===== src/rtl/div_signed.sv =====
// Multi-cycle signed restoring divider, quotient rounded toward zero, remainder takes the dividend's sign.
// Optional macro DIV_ZERO_DETECT_EN adds a dbz output and a one-edge divide-by-zero completion.
module div_signed #(
  parameter int WIDTH = 32
) (
  input  logic             clk,
  input  logic             rst,
  input  logic             start,
  input  logic [WIDTH-1:0] a,
  input  logic [WIDTH-1:0] b,
  output logic [WIDTH-1:0] q,
  output logic [WIDTH-1:0] r,
  output logic             busy,
  output logic             ready
`ifdef DIV_ZERO_DETECT_EN
  ,
  output logic             dbz
`endif
);

  localparam int CW = $clog2(WIDTH) + 1;

  typedef enum logic [1:0] {IDLE, DIV, FIX} state_t;

  state_t state, state_nxt;

  logic [CW-1:0]        cnt;
  logic [WIDTH-1:0]     dvd;
  logic [WIDTH-1:0]     dvs;
  logic [WIDTH:0]       rem;
  logic [WIDTH:0]       shifted;
  logic [WIDTH:0]       diff;
  logic                 neg;
  logic                 sa;
  logic                 zflag;
  logic                 bzero;
  logic signed [WIDTH-1:0] a_s;
  logic signed [WIDTH-1:0] b_s;

  assign a_s = a;
  assign b_s = b;

`ifdef DIV_ZERO_DETECT_EN
  assign bzero = (b == '0);
`else
  assign bzero = 1'b0;
`endif

  // Magnitude of a two's complement value; the most negative value maps to 2^(WIDTH-1).
  function automatic logic [WIDTH-1:0] abs_val(input logic signed [WIDTH-1:0] x);
    abs_val = x[WIDTH-1] ? WIDTH'(-x) : WIDTH'(x);
  endfunction

  function automatic logic [WIDTH-1:0] apply_sign(input logic [WIDTH-1:0] x, input logic s);
    apply_sign = s ? WIDTH'(-x) : x;
  endfunction

  // One restoring step: bring in the next dividend bit and try subtracting the divisor.
  always_comb begin
    shifted = {rem[WIDTH-1:0], dvd[WIDTH-1]};
    diff    = shifted - {1'b0, dvs};
  end

  always_ff @(posedge clk or posedge rst) begin
    if (rst) state <= IDLE;
    else     state <= state_nxt;
  end

  always_comb begin
    state_nxt = state;
    case (state)
      IDLE:    if (start) state_nxt = bzero ? FIX : DIV;
      DIV:     if (cnt == CW'(WIDTH - 1)) state_nxt = FIX;
      FIX:     state_nxt = IDLE;
      default: state_nxt = IDLE;
    endcase
  end

  // Control and architecturally visible outputs.
  always_ff @(posedge clk or posedge rst) begin
    if (rst) begin
      cnt   <= '0;
      busy  <= 1'b0;
      ready <= 1'b0;
      q     <= '0;
      r     <= '0;
`ifdef DIV_ZERO_DETECT_EN
      dbz   <= 1'b0;
`endif
    end else begin
      ready <= 1'b0;
      case (state)
        IDLE: begin
          if (start) begin
            busy <= 1'b1;
            cnt  <= '0;
          end
        end
        DIV: cnt <= cnt + CW'(1);
        FIX: begin
          busy  <= 1'b0;
          ready <= 1'b1;
          if (zflag) begin
            q <= '1;
            r <= apply_sign(dvd, sa);
          end else begin
            q <= apply_sign(dvd, neg);
            r <= apply_sign(rem[WIDTH-1:0], sa);
          end
`ifdef DIV_ZERO_DETECT_EN
          dbz <= zflag;
`endif
        end
        default: ;
      endcase
    end
  end

  // Working datapath: dvd shifts the dividend out and the quotient in.
  always_ff @(posedge clk) begin
    case (state)
      IDLE: begin
        if (start) begin
          dvd   <= abs_val(a_s);
          dvs   <= abs_val(b_s);
          rem   <= '0;
          neg   <= a_s[WIDTH-1] ^ b_s[WIDTH-1];
          sa    <= a_s[WIDTH-1];
          zflag <= bzero;
        end
      end
      DIV: begin
        dvd <= {dvd[WIDTH-2:0], ~diff[WIDTH]};
        rem <= diff[WIDTH] ? shifted : diff;
      end
      default: ;
    endcase
  end

endmodule

===== config.mk =====
export PLATFORM = sky130hd
export DESIGN_NAME = div_signed
export DESIGN_NICKNAME = d
export VERILOG_FILES = /design/src/rtl/div_signed.sv
export SDC_FILE = /design/constraint.sdc
export NUM_CORES = 1
export LEC_CHECK = 0
export CAP_MARGIN = 30
export CORE_MARGIN = 2
export CORE_UTILIZATION = 45
export CTS_BUF_LIST = sky130_fd_sc_hd__clkbuf_8
export DETAILED_ROUTE_END_ITERATION = 8
export GPL_TIMING_DRIVEN = 0
export PLACE_DENSITY = 0.78
export SETUP_SLACK_MARGIN = 0.05
export SLEW_MARGIN = 20
export SYNTH_ARGS = -nofsm -noshare
export SYNTH_HDL_FRONTEND = slang
export SYNTH_SLANG_ARGS = --single-unit

===== constraint.sdc =====
create_clock -name clk -period 4.1 [get_ports clk]
set_clock_uncertainty 0.1 [all_clocks]
set_input_delay 0.615 -clock clk [delete_from_list [all_inputs] [get_ports clk]]
set_output_delay 0.615 -clock clk [all_outputs]
set_load 0.02 [all_outputs]

==> results of run 1 <==
==> critical path, delay by kind of cell (launching register included) <==
kind / cells / cell delay, ns
AOI/OAI and AO/OA: 6 / 1.48
adders and majority gates: 2 / 0.64
buffers and inverters: 2 / 0.47
DFF: 1 / 0.39
and+or+nand+nor: 3 / 0.51
==> sequential cells by signal, indices dropped and copies added (netlist names) <==
signal and count:
busy 1, cnt 6, dvd 32, dvs 32, neg 1, q 32, r 32, ready 1
rem 32, sa 1, state 2
==> path summary, 6_finish.rpt <==
path | startpoint | end | slack, ns | depth (start not counted)
setup / recovery | dvd[31]$_DFFE_PP_ | rem[9]$_SDFFCE_PN0P_ | 0.34 | 13
hold / removal | rst | q[26]$_DFFE_PP0P_ | 0.36 | 2
setup reg to reg | dvd[31]$_DFFE_PP_ | rem[9]$_SDFFCE_PN0P_ | 0.34 | 13
hold reg to reg | q[9]$_DFFE_PP0P_ | q[9]$_DFFE_PP0P_ | 0.39 | 2
max in group asynchronous | rst | r[28]$_DFFE_PP0P_ | 2.98 | 3
min in group clk | q[9]$_DFFE_PP0P_ | q[9]$_DFFE_PP0P_ | 0.39 | 2
==> synthesized netlist by cell type (all sizes together) (3+ instances only) <==
cell     number
o2111ai       3
dfrtp        74
xnor2        55
edfxtp       98
o22ai         4
a21oi        44
a21o         13
o31ai        33
mux2i        30
or2           3
or4          20
xor2         90
a211oi        7
nand3        16
o21ai       159
clkbuf       42
inv          54
nand3b        7
ha           37
nand4         5
nor2b         7
o41ai        14
or3b          3
nand2       158
o311ai        3
o211ai        4
o21a          6
a31oi         3
nor4          7
buf           7
nand2b       18
or3          22
nor2         65
and3          7
nor3          9
==> final cells by class <==
type | count | share of cell area, %
clock inverter | 15 | 1.12
clock buffer | 17 | 1.80
tap | 319 | 3.07
inverter | 54 | 1.60
sequential | 172 | 36.9
buffer | 49 | 1.44
timing repair buffer | 134 | 10.5
multi-input combinational | 874 | 43.6
==> layer usage <==
metal,routed length [um],vias up,global-route usage (%)
met3,1380,30,3.02
met1,11400,4138,26.3
met4,347,0,5.50
met2,12500,260,35.2
met5,0,-,0
li1,-,4425,-
==> metrics by stage <==
step | utilization (%) | TNS (ns) | total power, W
after global placement | 53.3 | -48.06 | 0.00603
after floorplan | - | 0 | 0.00530
after global routing | 55.1 | 0 | 0.00785
after detailed placement | 53.5 | 0 | 0.00614
after CTS | 55.1 | 0 | 0.00730
final | 55.1 | 0 | 0.00731
==> kinds of logic (layout without fill, tap and decap cells) <==
kind of cell	Yosys count	count (layout)	share of synthesized area [%]
flops	172	172	44.2
compound gates	305	305	17.0
mux	32	32	2.97
simple gates	354	354	16.1
xor+xnor	145	145	11.7
fa+ha+maj	38	38	4.45
buf+inv	103	269	3.60
==> power by group <==
part | switching, W | internal (W) | leakage [nW] | total (W)
logic | 0.00180 | 0.00141 | 3.31 | 0.00321
clock network | 0.000705 | 0.000453 | 0.192 | 0.00116
registers | 0.000507 | 0.00243 | 1.87 | 0.00294
==> metrics.cfg, run 1 <==
[placed_design]
dp_hpwl_um = 20200
place_inst = 1602
placed_area_um2 = 12600
port_buffers = 132
routabilityCongestion = 0.869
dp_slack_ns = 0.204

[logic_synthesis]
netlist_area_um2 = 10900
synthTopCellsByArea = edfxtp_1 (27%), dfrtp_1 (17%), xor2_1 (7.3%)
seq_area_frac_synth_pct = 44.2
async_flop_share_pct = 43.0
yosys.cell_types.count = 65
yosysTopAreaCell = edfxtp_1
ys_ff_latch = 172
synth_edf_count = 98
syn-num-nets = 1254
synth_top_cell_area_share_pct = 27.1
synth_cells = 1149
syn_area_per_cell_um2 = 9.45
synth.yosys.warnings = 0
ys.flop_type = edfxtp_1

[critical_path]
cp_max_fo = 10
crit_slowest_cell = o311a_1
cpMostUsedCell = nand2_1
arrival_ns = 3.97
worstSetupEndpointType = register
cpPeakStageDelay_ns = 0.44
cp_cell_sequence = inv_1 -> ha_1 -> fa_1 -> nor2b_1 -> o31ai_1 -> nand2_1 -> a21oi_1 -> o311a_1 -> a2111o_1 -> o211ai_2 -> buf_2 -> nand2_1 -> o22ai_1
start_kind = register
cp.required_ns = 4.31
crit_type = reg -> reg

[sta]
finalMaxSlewViolations = 0
finalCriticalPeriod_ns = 3.76
rsz0062_at_grt = no
max_clock_freq_mhz = 266
maxSlewHeadroom_pct = 51.7
whs_ns = 0.358
finalCritPeriodShare_pct = 91.6
setup_viol = 0
finalHoldViolCount = 0
tightestPinTransition_ns = 0.724
setup_ws_ns = 0.344

[finish]
multi_input_area_um2 = 5670
final_net_count = 1407
syn_to_final_growth_pct = 19.8
layout-drive-gt1-share_pct = 4.64
fill_cells = 2141
antenna_cells = 0
final_common_cell = nand2_1
instances_no_fill = 1634
layout_common_cells = nand2_1 (157), o21ai_0 (153), clkdlybuf4s50_1 (132)
design_area_um2 = 13000
register_area_um2 = 4790

[routing]
vias = 8853
route.detailed.drc = 0
vias_per_cell = 5.42
ant_nets = 0
wire_per_inst_um = 15.7
wl_um = 25700
drt_iter0_drc = 649
first_pass_iters = 5

[floorplanning]
die_w_um = 159
core_area_um2 = 23600
rows = 56
ios = 133
die_h_um = 159
dieArea_um2 = 25400
initial_core_util_pct = 46.0

[clock_tree]
numClockSinks = 172
cts-resized-gates = 0
postCtsHoldBufs = 0
cts_root_buf = clkbuf_8
cts-buffers-inserted = 17
clock_latency_ns = 0.47
cts_setup_buffers = 0
clk_path_buf_depth = 2
htree_levels = 4
clkSlewWorstSetupHoldPaths_ns = 0.10
cts_tree = done

[grt]
grt_pass1_wl_um = 41600
overflow = 0
grt_max_degree = 52
grt_antenna_before_repair = 0
globalRouteTotalUtil_pct = 20.2
grt_pass1_vias = 8447

[power_and_ir_drop]
p_per_area_nw_per_um2 = 562
ir_drop_mv = 0.248
power_leakage_nw = 5.37

[job]
maxCapViolations = 0

[outcome]
status = finished, final reports clean

[worst_hold_path]
hold_class = in -> async

Power figures use the tool's default switching activity.
==> run 2, diff against run 1 <==
CORE_UTILIZATION = 55   (was 45)
GPL_ROUTABILITY_DRIVEN = 0   (was unset)
PLACE_DENSITY = 0.9   (was 0.78)
==> metrics.cfg, run 2 (synthesis gave the netlist of run 1 again) <==
[grt]
globalRouteTotalUtil_pct = 25.3  ; +5.1 points
overflow = 0  ; unchanged
grt_pass1_wl_um = 41000  ; -1.4%
grt_pass1_vias = 8796  ; +4.1%
grt_antenna_before_repair = 0  ; unchanged
grt_max_degree = 53  ; +1.9%

[finish]
fill_cells = 1535  ; -28%
final_common_cell = nand2_1
multi_input_area_um2 = 5670  ; unchanged
syn_to_final_growth_pct = 19.5
antenna_cells = 0  ; unchanged
layout_common_cells = nand2_1 (157), o21ai_0 (153), clkdlybuf4s50_1 (132)
layout-drive-gt1-share_pct = 4.56  ; -0.076 points
instances_no_fill = 1580  ; -3.3%
final_net_count = 1407  ; unchanged
register_area_um2 = 4790  ; unchanged

[job]
maxCapViolations = 0  ; unchanged

[clock_tree]
cts-resized-gates = 0  ; unchanged
clk_path_buf_depth = 2  ; unchanged
cts_setup_buffers = 0  ; unchanged
numClockSinks = 172  ; unchanged
htree_levels = 4  ; unchanged
cts_tree = done
clock_latency_ns = 0.48  ; about the same
clkSlewWorstSetupHoldPaths_ns = 0.09  ; about the same
cts-buffers-inserted = 17  ; unchanged
postCtsHoldBufs = 0  ; unchanged
cts_root_buf = clkbuf_8

[routing]
wire_per_inst_um = 16.3  ; +4.1%
ant_nets = 0  ; unchanged
vias_per_cell = 5.81  ; +7.2%
first_pass_iters = 6  ; +1
vias = 9175  ; +3.6%
route.detailed.drc = 0  ; unchanged
drt_iter0_drc = 788  ; +21%
wl_um = 25800  ; +0.68%

[critical_path]
start_kind = register
cp_cell_sequence = inv_1 -> ha_1 -> fa_1 -> nor2b_1 -> o31ai_1 -> nand2_1 -> a21oi_1 -> o311a_1 -> a2111o_1 -> o211ai_2 -> buf_2 -> mux2i_1 -> nor2_1
cp.required_ns = 4.22  ; -0.09 ns
cpPeakStageDelay_ns = 0.42  ; -0.02 ns
arrival_ns = 3.83  ; -0.14 ns
cp_max_fo = 10  ; unchanged
reg2reg_depth = 13  ; unchanged
worstSetupEndpointType = register
crit_type = reg -> reg
crit_slowest_cell = fa_1

[sta]
tightestPinTransition_ns = 0.700  ; -0.0242 ns
finalCriticalPeriod_ns = 3.72  ; -0.0406 ns
setup_ws_ns = 0.385  ; +0.0406 ns
max_clock_freq_mhz = 269  ; +1.1%
finalCritPeriodShare_pct = 90.6  ; -0.99 points
finalMaxSlewViolations = 0  ; unchanged
setup_viol = 0  ; unchanged
rsz0062_at_grt = no
maxSlewHeadroom_pct = 53.3  ; +1.6 points
finalHoldViolCount = 0  ; unchanged

[power_and_ir_drop]
ir_drop_mv = 0.299  ; +21%
power_leakage_nw = 5.38  ; +0.16%
p_per_area_nw_per_um2 = 574  ; +2.1%

[floorplanning]
ios = 133  ; unchanged
initial_core_util_pct = 56.0  ; +10 points
die_h_um = 145  ; -9.3%
rows = 51  ; -8.9%
dieArea_um2 = 20900  ; -18%
die_w_um = 145  ; -9.3%
core_area_um2 = 19400  ; -18%

[worst_hold_path]
hold_class = in -> async

[placed_design]
dp_hpwl_um = 19900  ; -1.5%
place_inst = 1548  ; -3.4%
dp_slack_ns = 0.248  ; +0.0442 ns
port_buffers = 132  ; unchanged

[outcome]
status = finished, final reports clean

## run 2: power by group
group	internal, W	total [W]	switching [W]
combinational	0.00142	0.00326	0.00184
clock	0.000617	0.00125	0.000631
sequential	0.00243	0.00293	0.000503
total	0.00447	0.00745	0.00298
## run 2: layout make-up
| cell class | count | area share, % |
|---|---|---|
| multi-input cells | 874 | 43.7 |
| plain buffers | 49 | 1.45 |
| inverters | 54 | 1.60 |
| well taps | 265 | 2.55 |
| clock buffers | 18 | 1.91 |
| repair buffers | 134 | 10.5 |
| flip-flops and latches | 172 | 36.9 |
| clock inverters | 14 | 1.30 |
## run 2: final timing paths
path                                    from              endpoint  slack, ns
setup / recovery           dvd[31]$_DFFE_PP_  rem[5]$_SDFFCE_PN0P_       0.38
hold / removal                           rst     q[28]$_DFFE_PP0P_       0.34
setup reg to reg           dvd[31]$_DFFE_PP_  rem[5]$_SDFFCE_PN0P_       0.38
hold reg to reg            q[26]$_DFFE_PP0P_     q[26]$_DFFE_PP0P_       0.38
max in group asynchronous                rst      q[4]$_DFFE_PP0P_       3.00
min in group clk           q[26]$_DFFE_PP0P_     q[26]$_DFFE_PP0P_       0.38
## run 2: critical path: cells and delay by family (launching register included)
family                   cells  cell delay (ns)
AO/OA/AOI/OAI                5             1.22
adder cells (fa/ha/maj)      2             0.66
buffers and inverters        2             0.46
flip-flops                   1             0.37
AND/OR/NAND/NOR              3             0.37
multiplexers                 1             0.25
## run 2: metrics by stage
stage | utilization, % | total power [W] | hold WS [ns] | TNS, ns | cell area (um^2)
after floorplan | - | 0.00530 | 0.350 | 0 | 10900
after global placement | 64.5 | 0.00597 | 0.362 | -43.69 | 12500
after detailed placement | 64.8 | 0.00613 | 0.369 | 0 | 12600
after CTS | 66.9 | 0.00739 | 0.338 | 0 | 13000
after global routing | 66.9 | 0.00793 | 0.368 | 0 | 13000
final | 66.9 | 0.00745 | 0.336 | 0 | 13000
## run 2: per-layer routing
metal / share of wire, % / wire length [um] / track usage, %
met5: 0 / 0 / 0
met4: 3.9 / 1000 / 12.8
met3: 7.7 / 1990 / 4.04
met2: 49 / 12600 / 44.3
met1: 40 / 10300 / 30.1
==> run 3, diff against run 2 <==
SETUP_SLACK_MARGIN = 0.3   (was 0.05)
SKIP_LAST_GASP = 1   (was unset)
==> metrics.cfg, run 3 (synthesis gave the netlist of run 1 again) <==
[critical_path]
reg2reg_from = dvd[31]$_DFFE_PP_
cp.required_ns = 4.22  ; about the same
path_delay_family = compound AO/OA/AOI/OAI gates
cpPeakStageDelay_ns = 0.43  ; about the same
reg2reg_depth = 13  ; unchanged
worstReg2RegEnd = rem[18]$_SDFFCE_PN0P_
start_kind = register
crit_slowest_cell = a2111o_1
cp_cell_sequence = inv_1 -> ha_1 -> fa_1 -> nor2b_1 -> o31ai_1 -> nand2_1 -> a21oi_1 -> o311a_1 -> a2111o_1 -> o211ai_4 -> clkbuf_4 -> mux2i_1 -> nor2_1
worstSetupEndpointType = register
rrSetupSlack_ns = 0.47  ; +0.09 ns
crit_type = reg -> reg
arrival_ns = 3.74  ; -0.09 ns
crit_buf_inv = 2  ; unchanged
cp_max_fo = 10  ; unchanged

[routing]
wl_um = 25800  ; -0.26%
first_pass_iters = 8  ; +2
vias = 9194  ; +0.21%
route.detailed.drc = 0  ; unchanged
vias_per_cell = 5.82  ; +0.21%
ant_nets = 0  ; unchanged
wire_per_inst_um = 16.3  ; -0.26%
drt_iter0_drc = 776  ; -1.5%

[sta]
tightestPinTransition_ns = 0.700  ; +0.000627 ns
rsz0062_at_grt = no
setup_ws_ns = 0.471  ; +0.0862 ns
max_clock_freq_mhz = 276  ; +2.4%
finalCritPeriodShare_pct = 88.5  ; -2.1 points
finalCriticalPeriod_ns = 3.63  ; -0.0862 ns
finalMaxSlewViolations = 0  ; unchanged
setup_viol = 0  ; unchanged
finalHoldViolCount = 0  ; unchanged
maxSlewHeadroom_pct = 53.2  ; about the same

[power_and_ir_drop]
p_per_area_nw_per_um2 = 575  ; +0.31%
power_leakage_nw = 5.38  ; about the same
p_total_w = 0.00748  ; +0.43%
ir_drop_mv = 0.295  ; -1.1%

[job]
maxCapViolations = 0  ; unchanged

[worst_hold_path]
hold_class = in -> async

[floorplanning]
die_h_um = 145  ; unchanged
initial_core_util_pct = 56.0  ; unchanged
core_area_um2 = 19400  ; unchanged
rows = 51  ; unchanged
dieArea_um2 = 20900  ; unchanged
ios = 133  ; unchanged
die_w_um = 145  ; unchanged

[finish]
antenna_cells = 0  ; unchanged
fill_cells = 1528  ; -0.46%
layout-drive-gt1-share_pct = 4.56  ; unchanged
final_net_count = 1407  ; unchanged
layout_common_cells = nand2_1 (157), o21ai_0 (153), clkdlybuf4s50_1 (132)
instances_no_fill = 1580  ; unchanged
final_common_cell = nand2_1
design_area_um2 = 13000  ; +0.13%
syn_to_final_growth_pct = 19.7

[placed_design]
placed_area_um2 = 12600  ; unchanged
dp_slack_ns = 0.248  ; unchanged
dp_hpwl_um = 19900  ; unchanged
place_inst = 1548  ; unchanged
port_buffers = 132  ; unchanged

[grt]
grt_pass1_vias = 8796  ; unchanged
grt_max_degree = 53  ; unchanged
grt_pass1_wl_um = 41000  ; unchanged
grt_antenna_before_repair = 0  ; unchanged
globalRouteTotalUtil_pct = 25.3  ; unchanged
overflow = 0  ; unchanged

[clock_tree]
cts_tree = done
cts_root_buf = clkbuf_8
htree_levels = 4  ; unchanged
numClockSinks = 172  ; unchanged
cts_setup_buffers = 0  ; unchanged
clkSlewWorstSetupHoldPaths_ns = 0.09  ; about the same
clock_latency_ns = 0.48  ; about the same
clk_path_buf_depth = 2  ; unchanged
cts-buffers-inserted = 17  ; unchanged
postCtsHoldBufs = 0  ; unchanged

[outcome]
status = finished, final reports clean

[run 3: worst max-delay path by stage]
stage / from / to / slack [ns] / cells after the start
5_1_grt: dvd[31]$_DFFE_PP_ / rem[20]$_SDFFCE_PN0P_ / 0.31 / 13
3_5_place_dp: a[9] / dvd[28]$_DFFE_PP_ / 0.25 / 9
4_1_cts: dvd[31]$_DFFE_PP_ / rem[7]$_SDFFCE_PN0P_ / 0.39 / 13
6_report: dvd[31]$_DFFE_PP_ / rem[18]$_SDFFCE_PN0P_ / 0.47 / 13
2_1_floorplan: start / dvd[0]$_DFFE_PP_ / 0.65 / 4
3_3_place_gp: start / rem[27]$_SDFFCE_PN0P_ / -0.68 / 5
[run 3: routing by layer]
metal  GRT usage, %  share of wire (%)  wire (um)
met5              0                  0          0
met1           30.1                 40      10200
met2           44.3                 49      12600
met4           12.8                3.9       1010
met3           4.04                7.7       1990
[run 3: through the flow]
| step | TNS, ns | hold WS, ns | util (%) |
|---|---|---|---|
| final | 0 | 0.339 | 67.0 |
| after CTS | 0 | 0.338 | 66.9 |
| after floorplan | 0 | 0.350 | - |
| after detailed placement | 0 | 0.369 | 64.8 |
| after global placement | -43.69 | 0.362 | 64.5 |
| after global routing | 0 | 0.368 | 67.0 |
[run 3: timing repair]
action | CTS | global route
endpoints found under the setup margin | 0 | 27
gates resized for setup | 0 | 7
hold endpoints to repair | 0 | 0
[run 3: cell type report]
| type | instances | area [um^2] | share of cell area, % |
|---|---|---|---|
| Clock inverter | 14 | 169 | 1.30 |
| Inverter | 54 | 208 | 1.60 |
| Sequential cell | 172 | 4790 | 36.9 |
| Tap cell | 265 | 332 | 2.55 |
| Multi-Input combinational cell | 874 | 5680 | 43.7 |
| Buffer | 49 | 195 | 1.50 |
| Clock buffer | 18 | 248 | 1.91 |
| Timing Repair Buffer | 134 | 1370 | 10.5 |
[run 3: power breakdown]
group	switching [W]	internal [W]
logic	0.00186	0.00144
registers	0.000503	0.00243
clock network	0.000630	0.000617
[run 3: worst reg2reg max path: stages, from the launching register on]
cell	delay [ns]
edfxtp_1	0.38
inv_1	0.08
ha_1	0.24
fa_1	0.42
nor2b_1	0.19
o31ai_1	0.14
nand2_1	0.13
a21oi_1	0.08
o311a_1	0.42
a2111o_1	0.43
o211ai_4	0.17
clkbuf_4	0.32
mux2i_1	0.21
nor2_1	0.06
